## src/rtl/trig_coinc.sv

```systemverilog
// trig_coinc: coincidence trigger with fixed-length output pulse and dead time; `TRIG_PRESCALE_EN adds a hit prescaler
module trig_coinc #(
  parameter int NIN = 8,
  parameter int NOUT = 16,
  parameter int TW = 8,
  localparam int CW = $clog2(NIN + 1)
) (
  input  logic            clk,
  input  logic            nrst,
  input  logic [NIN-1:0]  coax_in,
  input  logic [NIN-1:0]  mask,
  input  logic [CW-1:0]   mult_thresh,
  input  logic [TW-1:0]   firingticks,
  input  logic [TW-1:0]   deadticks,
  input  logic            enable,
  input  logic            cnt_clr,
`ifdef TRIG_PRESCALE_EN
  input  logic [TW-1:0]   prescale,
`endif
  output logic [NOUT-1:0] coax_out,
  output logic            busy,
  output logic [31:0]     trig_count
);
  typedef enum logic [1:0] {IDLE, FIRING, DEAD} state_t;
  localparam int SW = TW + 2;
  state_t state_q, state_d;
  logic [SW-1:0] cnt_q, cnt_d, dead_q, dead_d, f_m1, d_len;
  logic [CW-1:0] mult;
  logic [NOUT-1:0] coax_q;
  logic busy_q;
  logic [31:0] count_q, count_d;
  logic hit, fire, psc_ok;
  // number of enabled channels currently asserted
  always_comb begin
    mult = '0;
    for (int i = 0; i < NIN; i++) mult = mult + CW'(coax_in[i] & mask[i]);
  end
  assign hit = enable && (mult_thresh != '0) && (mult >= mult_thresh);
`ifdef TRIG_PRESCALE_EN
  logic [TW-1:0] psc_q, psc_d;
  assign psc_ok = psc_q >= prescale;
  assign psc_d = (state_q == IDLE && hit) ? (psc_ok ? '0 : psc_q + TW'(1)) : psc_q;
  // prescale counter only advances on hits seen while idle
  always_ff @(posedge clk) begin
    if (!nrst) psc_q <= '0;
    else psc_q <= psc_d;
  end
`else
  assign psc_ok = 1'b1;
`endif
  assign fire = (state_q == IDLE) && hit && psc_ok;
  assign f_m1 = (firingticks == '0) ? '0 : SW'(firingticks) - SW'(1);
  assign d_len = {deadticks, 2'b00};
  assign count_d = cnt_clr ? {31'd0, fire} : (fire && count_q != '1) ? count_q + 32'd1 : count_q;
  // cnt_q holds remaining cycles minus one in the current timed state; durations are latched at fire
  always_comb begin
    state_d = state_q;
    cnt_d = cnt_q;
    dead_d = dead_q;
    if (state_q == IDLE) begin
      if (fire) begin
        state_d = FIRING;
        cnt_d = f_m1;
        dead_d = d_len;
      end
    end else if (cnt_q != '0) begin
      cnt_d = cnt_q - SW'(1);
    end else if (state_q == FIRING && dead_q != '0) begin
      state_d = DEAD;
      cnt_d = dead_q - SW'(1);
    end else begin
      state_d = IDLE;
    end
  end
  // state, timers, counter and registered outputs
  always_ff @(posedge clk) begin
    if (!nrst) begin
      state_q <= IDLE;
      cnt_q <= '0;
      dead_q <= '0;
      count_q <= '0;
      coax_q <= '0;
      busy_q <= 1'b0;
    end else begin
      state_q <= state_d;
      cnt_q <= cnt_d;
      dead_q <= dead_d;
      count_q <= count_d;
      coax_q <= {NOUT{state_d == FIRING}};
      busy_q <= state_d != IDLE;
    end
  end
  assign coax_out = coax_q;
  assign busy = busy_q;
  assign trig_count = count_q;
endmodule

```

## config.mk

```make
export PLATFORM = sky130hd
export DESIGN_NAME = trig_coinc
export DESIGN_NICKNAME = d
export VERILOG_FILES = /design/src/rtl/trig_coinc.sv
export SDC_FILE = /design/constraint.sdc
export NUM_CORES = 1
export LEC_CHECK = 0
export BUFFER_PORTS_ARGS = -buffer_cell sky130_fd_sc_hd__buf_2
export CORE_MARGIN = 4
export CORE_UTILIZATION = 33
export DETAILED_ROUTE_END_ITERATION = 10
export SYNTH_ARGS = -nofsm -noshare
export SYNTH_HDL_FRONTEND = slang
export SYNTH_SLANG_ARGS = --single-unit
export TNS_END_PERCENT = 30
```

## constraint.sdc

```tcl
create_clock -name clk -period 6.2 [get_ports clk]
set_input_delay 0.62 -clock clk [delete_from_list [all_inputs] [get_ports clk]]
set_output_delay 0.62 -clock clk [all_outputs]
set_load 0.03 [all_outputs]
```

==> flow_summary_export.csv <==
group,metric,value,unit
sta,fin_crit_sh,84.0,%
worst_setup_path,critPathRequiredTime,6.42,ns
global_route,grt_busiest_layer,"met2",
worst_setup_path,criticalPathCategory,"primary input to register",
sta,fmax,192,MHz
min_path,hp-class,"register to register",
place,dp_hpwl,6160,µm
routing,route.detailed.drc,0,
clocking,numCtsBuffers,5,
power,power,967,µW
yosys,yosysMostFrequentCell,"dfxtp_1",
die,dieWidth,108,µm
sta,fin_tns_setup,0,ns
global_route,grt_max_degree,32,
sta,worst-slew-pin-transition,1.16,ns
yosys,async_reset_ff_share,0,%
global_route,use_met3,2.69,%
yosys,synthCells,400,
routing,first_iter_violations,129,
clocking,h-tree-depth,2,
yosys,yosys.area.top_type_share,32.5,%
power,leakage,1.59,nW
finish,antenna_cells,0,
clocking,ctsResizeCount,0,
global_route,antenna_found_initial,0,
global_route,use_met2,23.7,%
routing,vias,3067,
finish,fin_nets,525,
die,initial_core_util,33.9,%
die,placementRows,36,
yosys,yosysWarnings,0,
yosys,synth_nets,456,
routing,ant_nets,0,
run,cap_violations,0,
sta,hold_viol_final,0,
finish,syn2layout_area_growth,15.7,%
power,irDropWorstVdd,0.127,mV
place,io_buffers,88,
sta,finalCriticalPeriod,5.21,ns
yosys,syn_area_per_cell,8.32,µm²
sta,setup_violations,0,
sta,drv_slew,0,
yosys,synth-seq-area-share,32.5,%
global_route,use_met1,17.3,%
outcome,status,"finished, final reports clean",
clocking,post_cts_buffers,0,
die,chipHeight,108,µm
clocking,clock_tree.buffer_depth,2,
worst_setup_path,start_kind,"primary input",
die,io_pins,89,
yosys,synth_ff_type,"dfxtp_1",
die,core_area,0.00982,mm²
yosys,ys_ff_latch,54,
worst_setup_path,crit_fanout,14,
global_route,gr-total-overflow,0,
yosys,synth_top_cells_by_area,"dfxtp_1, xor2_1, ha_1, nor2_1, nand3_1",
worst_setup_path,cp_data_arrival_time,5.43,ns
sta,rsz0062_at_grt,"false",
place,gp_congestion,0.827,
routing,wire_per_inst,13.2,µm
worst_setup_path,end_kind,"register",
yosys,synth_top_cells_by_count,"dfxtp_1, nor2_1, nand3_1",
clocking,cts_hold_buf,0,
clocking,cts_tree,"done",
yosys,ys_types,52,
global_route,grtUsageTotal,13.6,%
routing,drt_first_pass_iters,5,
sta,maxSlewHeadroom,22.7,%
die,dieArea,0.0118,mm²
global_route,grt_pass1_vias,2875,
finish,design_area,0.00385,mm²
sta,fin_skew,0.0170,ns
routing,viasPerCell,5.09,
clocking,clock_sinks,54,
yosys,synth-edff-count,0,
sta,holdWs,0.517,ns
finish,drive_gt1_share,22.4,%
power,p_per_area,251,mW/mm²
clocking,worstSkewPairLatency,0.31,ns
routing,postRouteWirelength,7950,µm
yosys,syn_area,0.00333,mm²
yosys,yosys.area.top_type,"dfxtp_1",
place,placed_area,0.00377,mm²
clocking,clk_pin_slew_worst_paths,0.10,ns
clocking,cts_root_buf,"clkbuf_8",
global_route,grt_pass1_wl,13200,µm
state kept, by name, indices dropped and copies added (netlist names):
signal,count
trig_count,32
cnt_q,10
dead_q,8
state_q,2
busy,1
coax_out,1
critical path, cell delays in order:
cell       delay (ns)
buf_2            0.09
and2_1           0.16
fa_1             0.54
inv_1            0.06
fa_1             0.53
inv_1            0.05
fa_1             0.47
ha_1             0.24
fa_1             0.44
ha_1             0.27
a2111oi_0        0.90
nor4_2           0.11
buf_4            0.21
o2111ai_1        0.38
o21ai_0          0.20
a21oi_1          0.15
routing by layer:
metal | wire length [µm] | part of all wire (%)
met1 | 3590 | 45
met2 | 3920 | 49
met3 | 371 | 4.7
met4 | 67 | 0.84
met5 | 0 | 0
cell usage in the layout (no fill, tap or decap), types with 3 or more instances in the layout:
cell type  instances
nor2_1            37
nand3_1           25
nor3_1             6
or3_1             14
or4_1              3
nor2b_1            9
and3_1            10
buf_2             88
nand2_1           22
dfxtp_1           54
fa_1               4
nor4_1             7
ha_1              12
clkbuf_8           5
o221a_1            8
and2_1            11
xnor2_1           11
inv_1             16
a21oi_1           24
o21ai_0           23
xor2_1            20
o31ai_1            3
nand4_1           13
mux2i_1            8
path summary, 6_finish.rpt:
path / end / from / slack, ns / cells past startpoint
max: trig_count[25] / coax_in[0] / 0.99 / 16
min: trig_count[29] / trig_count[29] / 0.52 / 2
max reg2reg: trig_count[25] / state_q[1] / 3.25 / 7
min reg2reg: trig_count[29] / trig_count[29] / 0.52 / 2
power breakdown:
group,total [mW],internal (mW),switching (mW)
registers,0.398,0.369,0.0292
logic,0.375,0.147,0.228
clock network,0.194,0.0784,0.116
total,0.967,0.594,0.373
cell families after synthesis:
group,count (synthesis),synth area share (%)
buffers and inverters,44,7.44
adders and majority gates,16,6.91
muxes,8,2.41
DFF,54,32.5
xor gates and xnor gates,31,8.15
and+or+nand+nor,171,28.0
AOI/OAI and AO/OA,76,14.7
stage by stage:
step                worst slack (ns)  utilization (%)  std cells
global placement               0.715             38.4        595
floorplan                       1.22                -        400
detailed placement             0.610             38.4        595
global route                   0.646             39.2        602
CTS                            0.955             39.2        602
finish                         0.991             39.2        602
cell type report:
cell class	instances	area (µm²)
fill	1051	5970
multi-input combinational	302	2010
sequential	54	1080
timing repair buffer	90	455
tap	133	166
clock buffer	5	68.8
inverter	16	60.1
clock inverter	2	13.8
Note: power is estimated with default switching activity, not from simulation.
